`src/rtl/muldiv_pkg.sv`:
```
// Shared encodings for the execute-stage multiply/divide unit.
package muldiv_pkg;

  localparam int unsigned MULDIV_ITER = 32;

  typedef enum logic [2:0] {
    OP_MUL    = 3'd0,
    OP_MULH   = 3'd1,
    OP_MULHSU = 3'd2,
    OP_MULHU  = 3'd3,
    OP_DIV    = 3'd4,
    OP_DIVU   = 3'd5,
    OP_REM    = 3'd6,
    OP_REMU   = 3'd7
  } muldiv_op_e;

  typedef enum logic [1:0] {
    ST_IDLE = 2'd0,
    ST_MUL  = 2'd1,
    ST_DIV  = 2'd2,
    ST_DONE = 2'd3
  } muldiv_state_e;

  function automatic logic [31:0] neg_if(input logic neg, input logic [31:0] v);
    return neg ? (~v + 32'd1) : v;
  endfunction

endpackage

```
`src/rtl/muldiv_divider.sv`:
```
// Unsigned restoring divider, one quotient bit per iterate cycle.
module muldiv_divider
  import muldiv_pkg::*;
(
  input  logic        clk,
  input  logic        rst_n,
  input  logic        start_i,
  input  logic [31:0] dividend_i,
  input  logic [31:0] divisor_i,
  input  logic        iter_i,
  output logic [31:0] quot_o,
  output logic [31:0] rem_o
);

  logic [31:0] quo_q, quo_d, rem_q, rem_d, dsr_q, dsr_d;
  logic [32:0] shifted;
  logic [31:0] diff;
  logic        fits;

  always_comb begin
    quo_d   = quo_q;
    rem_d   = rem_q;
    dsr_d   = dsr_q;
    shifted = {rem_q, quo_q[31]};
    // partial remainder stays below divisor, so the low 32 bits of the difference are exact
    diff    = shifted[31:0] - dsr_q;
    fits    = shifted[32] | (shifted[31:0] >= dsr_q);
    if (start_i) begin
      quo_d = dividend_i;
      rem_d = '0;
      dsr_d = divisor_i;
    end else if (iter_i) begin
      quo_d = {quo_q[30:0], fits};
      rem_d = fits ? diff : shifted[31:0];
    end
  end

  always_ff @(posedge clk or negedge rst_n) begin
    if (!rst_n) begin
      quo_q <= '0;
      rem_q <= '0;
      dsr_q <= '0;
    end else begin
      quo_q <= quo_d;
      rem_q <= rem_d;
      dsr_q <= dsr_d;
    end
  end

  assign quot_o = quo_q;
  assign rem_o  = rem_q;

endmodule

```
`src/rtl/execute_muldiv_unit.sv`:
```
// Iterative RV32M multiply/divide unit for the Execute stage.
// Define MULDIV_DIV_EN to build the divider; otherwise div/rem ops return 0.
module execute_muldiv_unit
  import muldiv_pkg::*;
(
  input  logic        clk,
  input  logic        rst_n,
  input  logic        StartE,
  input  logic [2:0]  MulDivOpE,
  input  logic [31:0] SrcAE,
  input  logic [31:0] SrcBE,
  input  logic [4:0]  RdE,
  input  logic        FlushE,
  output logic        BusyE,
  output logic        DoneE,
  output logic [31:0] MulDivResultE,
  output logic [4:0]  MulDivRdE
);

  localparam logic [4:0] LAST_CNT = 5'(MULDIV_ITER - 1);

  muldiv_state_e state_q, state_d;
  muldiv_op_e    op, op_q, op_d;
  logic [4:0]    cnt_q, cnt_d, rd_q, rd_d;
  logic [31:0]   mcand_q, mcand_d, res_q, res_d;
  logic [63:0]   prod_q, prod_d, prod_step, prod_fin;
  logic          negp_q, negp_d, nega_q, nega_d, special_q, special_d;
  logic          busy;

  logic          a_signed, b_signed, sa, sb, is_div, is_rem, div_zero, div_ovf, take_special;
  logic [31:0]   a_mag, b_mag, special_val, mul_res, div_res, fin_res;
  logic [32:0]   sum;
  logic [31:0]   quot, rem;

  always_comb begin
    op       = muldiv_op_e'(MulDivOpE);
    a_signed = op inside {OP_MUL, OP_MULH, OP_MULHSU, OP_DIV, OP_REM};
    b_signed = op inside {OP_MUL, OP_MULH, OP_DIV, OP_REM};
    sa       = a_signed & SrcAE[31];
    sb       = b_signed & SrcBE[31];
    a_mag    = neg_if(sa, SrcAE);
    b_mag    = neg_if(sb, SrcBE);
    is_div   = MulDivOpE[2];
    is_rem   = MulDivOpE[1];
    div_zero = (SrcBE == '0);
    div_ovf  = (op inside {OP_DIV, OP_REM}) && (SrcAE == 32'h8000_0000) && (SrcBE == '1);
`ifdef MULDIV_DIV_EN
    take_special = is_div & (div_zero | div_ovf);
    special_val  = div_zero ? (is_rem ? SrcAE : '1) : (is_rem ? '0 : 32'h8000_0000);
`else
    take_special = is_div;
    special_val  = '0;
`endif
  end

  // Right-shifting shift-add: multiplier sits in the low half and is consumed LSB first.
  always_comb begin
    sum       = {1'b0, prod_q[63:32]} + {1'b0, (prod_q[0] ? mcand_q : 32'd0)};
    prod_step = {sum, prod_q[31:1]};
    prod_fin  = negp_q ? (~prod_q + 64'd1) : prod_q;
    mul_res   = (op_q == OP_MUL) ? prod_fin[31:0] : prod_fin[63:32];
    div_res   = op_q[1] ? neg_if(nega_q, rem) : neg_if(negp_q, quot);
    fin_res   = special_q ? res_q : (op_q[2] ? div_res : mul_res);
  end

`ifdef MULDIV_DIV_EN
  logic div_start, div_iter;

  muldiv_divider u_divider (
    .clk        (clk),
    .rst_n      (rst_n),
    .start_i    (div_start),
    .dividend_i (a_mag),
    .divisor_i  (b_mag),
    .iter_i     (div_iter),
    .quot_o     (quot),
    .rem_o      (rem)
  );
`else
  assign quot = '0;
  assign rem  = '0;
`endif

  always_comb begin
    state_d   = state_q;
    op_d      = op_q;
    cnt_d     = cnt_q;
    rd_d      = rd_q;
    mcand_d   = mcand_q;
    prod_d    = prod_q;
    res_d     = res_q;
    negp_d    = negp_q;
    nega_d    = nega_q;
    special_d = special_q;
    busy      = 1'b0;
    DoneE     = 1'b0;
`ifdef MULDIV_DIV_EN
    div_start = 1'b0;
    div_iter  = 1'b0;
`endif
    unique case (state_q)
      ST_IDLE: begin
        if (StartE && !FlushE) begin
          busy      = 1'b1;
          op_d      = op;
          rd_d      = RdE;
          negp_d    = sa ^ sb;
          nega_d    = sa;
          cnt_d     = '0;
          special_d = take_special;
          if (take_special) begin
            res_d   = special_val;
            state_d = ST_DONE;
          end else if (is_div) begin
`ifdef MULDIV_DIV_EN
            div_start = 1'b1;
`endif
            state_d   = ST_DIV;
          end else begin
            mcand_d = a_mag;
            prod_d  = {32'd0, b_mag};
            state_d = ST_MUL;
          end
        end
      end
      ST_MUL, ST_DIV: begin
        busy = 1'b1;
        if (FlushE) begin
          state_d = ST_IDLE;
        end else begin
          if (state_q == ST_MUL) begin
            prod_d = prod_step;
          end
`ifdef MULDIV_DIV_EN
          else begin
            div_iter = 1'b1;
          end
`endif
          cnt_d = cnt_q + 5'd1;
          if (cnt_q == LAST_CNT) begin
            state_d = ST_DONE;
          end
        end
      end
      ST_DONE: begin
        state_d = ST_IDLE;
        if (!FlushE) begin
          DoneE = 1'b1;
          res_d = fin_res;
        end
      end
      default: state_d = ST_IDLE;
    endcase
  end

  always_ff @(posedge clk or negedge rst_n) begin
    if (!rst_n) begin
      state_q   <= ST_IDLE;
      op_q      <= OP_MUL;
      cnt_q     <= '0;
      rd_q      <= '0;
      mcand_q   <= '0;
      prod_q    <= '0;
      res_q     <= '0;
      negp_q    <= 1'b0;
      nega_q    <= 1'b0;
      special_q <= 1'b0;
    end else begin
      state_q   <= state_d;
      op_q      <= op_d;
      cnt_q     <= cnt_d;
      rd_q      <= rd_d;
      mcand_q   <= mcand_d;
      prod_q    <= prod_d;
      res_q     <= res_d;
      negp_q    <= negp_d;
      nega_q    <= nega_d;
      special_q <= special_d;
    end
  end

  // The accept term is combinational on StartE, so it must be masked while reset is held.
  assign BusyE         = busy & rst_n;
  assign MulDivResultE = (state_q == ST_DONE) ? fin_res : res_q;
  assign MulDivRdE     = rd_q;

endmodule

```
`config.mk`:
```
export PLATFORM = sky130hd
export DESIGN_NAME = execute_muldiv_unit
export DESIGN_NICKNAME = d
export VERILOG_FILES = /design/src/rtl/muldiv_pkg.sv /design/src/rtl/muldiv_divider.sv /design/src/rtl/execute_muldiv_unit.sv
export SDC_FILE = /design/constraint.sdc
export NUM_CORES = 1
export LEC_CHECK = 0
export BUFFER_PORTS_ARGS = -buffer_cell sky130_fd_sc_hd__clkbuf_2
export CORE_MARGIN = 2
export CORE_UTILIZATION = 55
export DETAILED_ROUTE_END_ITERATION = 8
export PLACE_DENSITY = 0.87
export REMOVE_ABC_BUFFERS = 1
export SETUP_SLACK_MARGIN = 0.2
export SYNTH_ARGS = -nofsm -noshare
export SYNTH_HDL_FRONTEND = slang
export SYNTH_HIERARCHICAL = 1
export SYNTH_SLANG_ARGS = --single-unit
```
`constraint.sdc`:
```
create_clock -name clk -period 6.9 [get_ports clk]
set_input_delay 1.035 -clock clk [delete_from_list [all_inputs] [get_ports clk]]
set_output_delay 1.035 -clock clk [all_outputs]
set_load 0.03 [all_outputs]
```
## Yosys cells after proc, flatten, opt, wreduce, memory -nomap -nowiden

Cells that the tools add are included.

- Memories kept: 0
- Bits of input ports: 76
- Bits in latches: 0
- Bits in writable memories: 0
- Bits in read-only memories: 0
- Register bits after elaboration: 145

- Magnitude comparators: 0
- Shift operators: 0
- Divide/modulo/power cells: 0
- Bitwise gates (word level): 8
- Eq/ne operators: 15
- $mul: 0
- Reduce and logical (&&, ||, !) cells: 16
- Mux-type cells: 29
- Add/subtract/negate cells: 5

Operators by type and width:

| cell | number |
|---|---|
| 32-bit two-way mux | 10 |
| 64-bit two-way mux | 5 |
| 64-bit one-hot mux with 2 select lines | 1 |
| 32-bit by 1-bit adder with 32-bit output, second input constant | 2 |
| 64-bit by 1-bit adder with 64-bit output, second input constant | 1 |
| 32-bit NOT | 2 |
| 64-bit NOT | 1 |
| 32-bit one-hot mux with 2 select lines | 1 |
| 32-bit by 32-bit adder with 33-bit output | 1 |
| 2-bit != test, second input constant | 6 |
| 5-bit two-way mux | 2 |
| 5-bit one-hot mux with 2 select lines | 1 |
| 2-bit two-way mux | 4 |
| 3-bit == test, second input constant | 2 |
| 3-bit logical NOT | 2 |
| 2-bit one-hot mux with 3 select lines | 1 |
| 3-bit AND reduction | 2 |
| 5-bit by 1-bit adder with 5-bit output, second input constant | 1 |
| 5-bit == test, second input constant | 1 |
| 5-bit AND reduction | 1 |
| 5-bit nonzero test | 1 |
| 2-bit == test, second input constant | 2 |
| 2-bit AND reduction | 2 |
| 4-bit AND reduction | 1 |
| other kinds (15) | 20 |

## Logic depth before layout (Yosys ltp)

- Depth in word-level cells: 8
- Gate-level depth with buffers: 14
- Mapped depth without buffers: 12

## Worst setup path after synthesis

No wires, ideal clock.

- Path kind: register to output
- Start: reg prod_q[0]
- End: out MulDivResultE[4]
- Slack: 2833 ps
- Required time: 5865 ps
- Arrival time: 3032 ps
- Stages on the path, launching flop included: 12
- Cell sequence: dfrtp_1 clkbuf_1 inv_1 ha_1 or3b_2 nor2_1 nand4b_1 or2_1 o31ai_2 xnor2_1 a21oi_1 o21ai_0

- Word-level cells in the longest chain between the ends: 7

RTL lines:

| what | line | source |
|---|---|---|
| from (decl) | execute_muldiv_unit.sv:26 | `logic [63:0] prod_q, prod_d, prod_step, prod_fin;` |
| from (signal assigned) | execute_muldiv_unit.sv:174 | `prod_q <= prod_d;` |
| 64-bit NOT | execute_muldiv_unit.sv:60 | `prod_fin = negp_q ? (~prod_q + 64'd1) : prod_q;` |
| 64-bit by 1-bit adder with 64-bit output | execute_muldiv_unit.sv:60 |  |
| 64-bit two-way mux | execute_muldiv_unit.sv:60 |  |
| 32-bit two-way mux | execute_muldiv_unit.sv:61 | `mul_res = (op_q == OP_MUL) ? prod_fin[31:0] : prod_fin[63:32];` |
| 32-bit two-way mux (2 in a row) | execute_muldiv_unit.sv:63 | `fin_res = special_q ? res_q : (op_q[2] ? div_res : mul_res);` |
| 32-bit two-way mux | execute_muldiv_unit.sv:184 | `assign MulDivResultE = (state_q == ST_DONE) ? fin_res : res_q;` |
| to (decl) | execute_muldiv_unit.sv:16 | `output logic [31:0] MulDivResultE,` |

Every way passes these cells.

## Final worst setup path

- Start: reg prod_q[0]
- End: out MulDivResultE[29]

Same word-level chain as after synthesis.

==> impl_metrics.py <==
metrics = {
    "yosys": {
        "synthCells": 1408,
        "synth_cell_type_count": 67,
        "synth_edf_count": 0,
        "yosys_most_used_dff": "dfrtp_1",
        "synth_seq_cells": 144,
        "syn_area_mm2": 0.0111,
        "ys_seq_area_share_pct": 32.6,
        "synthArstFlopShare_pct": 100,
        "synth_top_area_share_pct": 32.6,
        "yosys.area.top_type": "dfrtp_1",
        "avgSynthCellArea_um2": 7.85,
        "yosysWarnings": 6,
        "yosys-top-cells-area": "dfrtp_1, o21ai_0, a21oi_1",
    },
    "cells_and_area": {
        "n_antenna_cell": 0,
        "stdcell_area_mm2": 0.0124,
        "area_delta_synth_final_pct": 12.1,
        "layout-drive-gt1-share_pct": 13.3,
        "nNetsFinal": 1589,
        "final_cells": 1750,
        "final_common_cell": "nand2_1",
        "layout_common_cells": "nand2_1, o21ai_0, dfrtp_1",
        "final_core_util_pct": 63.3,
    },
    "grt": {
        "grt-ovfl-total": 0,
        "grt_use_total_pct": 28.4,
        "antenna_found_initial": 0,
        "grt_pass1_wl_um": 49800,
        "grt_max_degree": 80,
        "grt_pass1_vias": 10052,
    },
    "drt": {
        "route.detailed.drc": 0,
        "vias": 10808,
        "avgRoutedWirePerCell_um": 17.2,
        "dr.pass1.iters": 6,
        "drtIter0Drc": 1195,
        "routed_via_density": 6.18,
        "postRouteWirelength_um": 30100,
        "postRouteAntennaNets": 0,
    },
    "critical_path": {
        "r2r_start": "prod_q[0]",
        "crit_type": "reg -> out",
        "cp.arrival_ns": 4.06,
        "rr_worst_depth": 12,
        "crit_required_ns": 5.86,
        "path_buf_inv": 1,
        "cp-end-kind": "primary output",
        "path_cells": "or4_1, nor2_1, nand4b_1, or2_1, o41ai_2, xor2_1, a21oi_1, mux2_2, clkbuf_2",
        "r2r_slack_ns": 2.68,
        "worst_path_max_delay_cell": "dfrtp_1",
        "max_stage_delay_ns": 0.72,
        "r2r-end": "prod_q[61]",
        "crit_path_max_fanout": 36,
        "crit_end": "MulDivResultE[29]",
        "path_delay_family": "simple AND/OR/NAND/NOR gates",
        "startpoint": "prod_q[0]",
        "start_kind": "flop",
        "path_depth": 9,
    },
    "timing": {
        "setup_tns_ns": 0,
        "worst_slew_pin_slew_ns": 0.955,
        "hold_slack_ns": 0.480,
        "skew_ns": 0.00782,
        "report.final.slew_viol_count": 0,
        "setup_viol": 0,
        "finalWorstSetupSlack_ns": 1.81,
        "slew_headroom_pct": 36.3,
        "min_period_ns": 5.09,
        "finalCritPeriodShare_pct": 73.8,
        "fmax_ghz": 0.196,
        "finalHoldViolCount": 0,
        "rsz0062_at_grt": "false",
    },
    "clock_tree": {
        "post_cts_resized": 0,
        "cts_tree": "done",
        "clockBufferDepth": 2,
        "root_buffer": "clkbuf_16",
        "clock_sinks": 144,
        "postCtsSetupBuffers": 0,
        "cts_buffers": 17,
        "clkLatencyLatePin_ns": 0.43,
        "holdBufCountCts": 0,
        "clk_pin_slew_worst_paths_ns": 0.06,
        "htree_levels": 4,
    },
    "floorplanning": {
        "die_y_um": 146,
        "boundaryPins": 115,
        "row_count": 51,
        "core_mm2": 0.0196,
        "die-area_mm2": 0.0212,
        "die_w_um": 146,
        "start_util_pct": 56.4,
    },
    "outcome": {
        "status": "complete, no violations",
    },
    "placed_design": {
        "pre_cts_slack_ns": 2.33,
        "gp_congestion": 0.972,
        "dp.final_hpwl_um": 22200,
        "port_buffers": 114,
        "dp.cells": 1718,
        "place_area_mm2": 0.0118,
    },
    "power_and_ir_drop": {
        "fin_total_pwr_mw": 6.19,
        "irDropWorstVdd_mv": 0.228,
        "power_leakage_nw": 5.33,
        "p_per_area_mw_per_mm2": 500,
    },
    "job": {
        "maxCapViolations": 0,
    },
    "min_path": {
        "hold_class": "reg -> reg",
    },
}
-- worst min path at each step --
stage	from	to	slack [ns]	cells past startpoint
detailed placement	res_q[10]	res_q[10]	0.47	2
global placement	res_q[17]	res_q[17]	0.46	2
finish	res_q[25]	res_q[25]	0.48	2
floorplan	res_q[10]	res_q[10]	0.45	2
CTS	res_q[6]	res_q[6]	0.48	2
global route	res_q[6]	res_q[6]	0.51	2
-- power breakdown --
| group | internal (mW) | switching, mW | leakage, nW | total (mW) |
|---|---|---|---|---|
| clock network | 0.624 | 0.368 | 0.307 | 0.992 |
| registers | 1.20 | 0.465 | 1.82 | 1.67 |
| logic | 1.29 | 2.24 | 3.21 | 3.53 |
-- synthesized netlist by cell type (8+ instances only) --
cell and number:
a31oi_1 12, a21o_1 18, nand2_1 178, o21ai_0 162, nand4_1 11, o31ai_1 29, and2_1 35, nor4_1 10
mux2_2 13, o211ai_1 9, a22o_1 8, or2_2 8, ha_1 40, dfrtp_1 144, a21oi_1 135, nor2_1 140
nor3_1 30, clkbuf_1 67, or3_1 14, xnor2_1 64, nand2b_1 14, xor2_1 61, inv_1 29, o41ai_1 11
or4_1 10, nand3_1 18, and3_1 8, o21ai_1 17
-- cell type report --
type                       count  area (µm²)
multi-input combinational   1156        7060
inverter                      29         109
clock inverter                 9         128
fill                        1675        7200
tap                          265         332
timing repair buffer         124         652
sequential                   144        3600
clock buffer                  23         508
-- cell families (layout without fill, tap and decap cells) --
logic type      Yosys count  count (layout)  synth area share, %
compound gates          460             460                 25.1
xor+xnor                125             125                 9.90
fa+ha+maj                41              41                 4.71
buf+inv                 108             185                 3.72
flops                   144             144                 32.6
mux                      20              20                 1.96
simple gates            510             510                 22.0
-- metal layers --
metal	GRT usage [%]	wire [µm]	up-vias
met2	45.4	13900	489
li1	-	-	5158
met1	38.6	13000	5085
met4	11.5	1060	0
met3	4.45	2130	76
met5	0	0	-
-- flip-flops by register name, summed over array words and instances, names as in the netlist --
signal,cells
MulDivRdE,5
cnt_q,5
mcand_q,32
negp_q,1
op_q,3
prod_q,64
res_q,32
state_q,2
-- worst min-delay path: stages, from the launching register on --
cell	delay (ns)
dfrtp_1	0.34
nand2_1	0.04
o21ai_0	0.06
(Power assumes the default switching activity.)
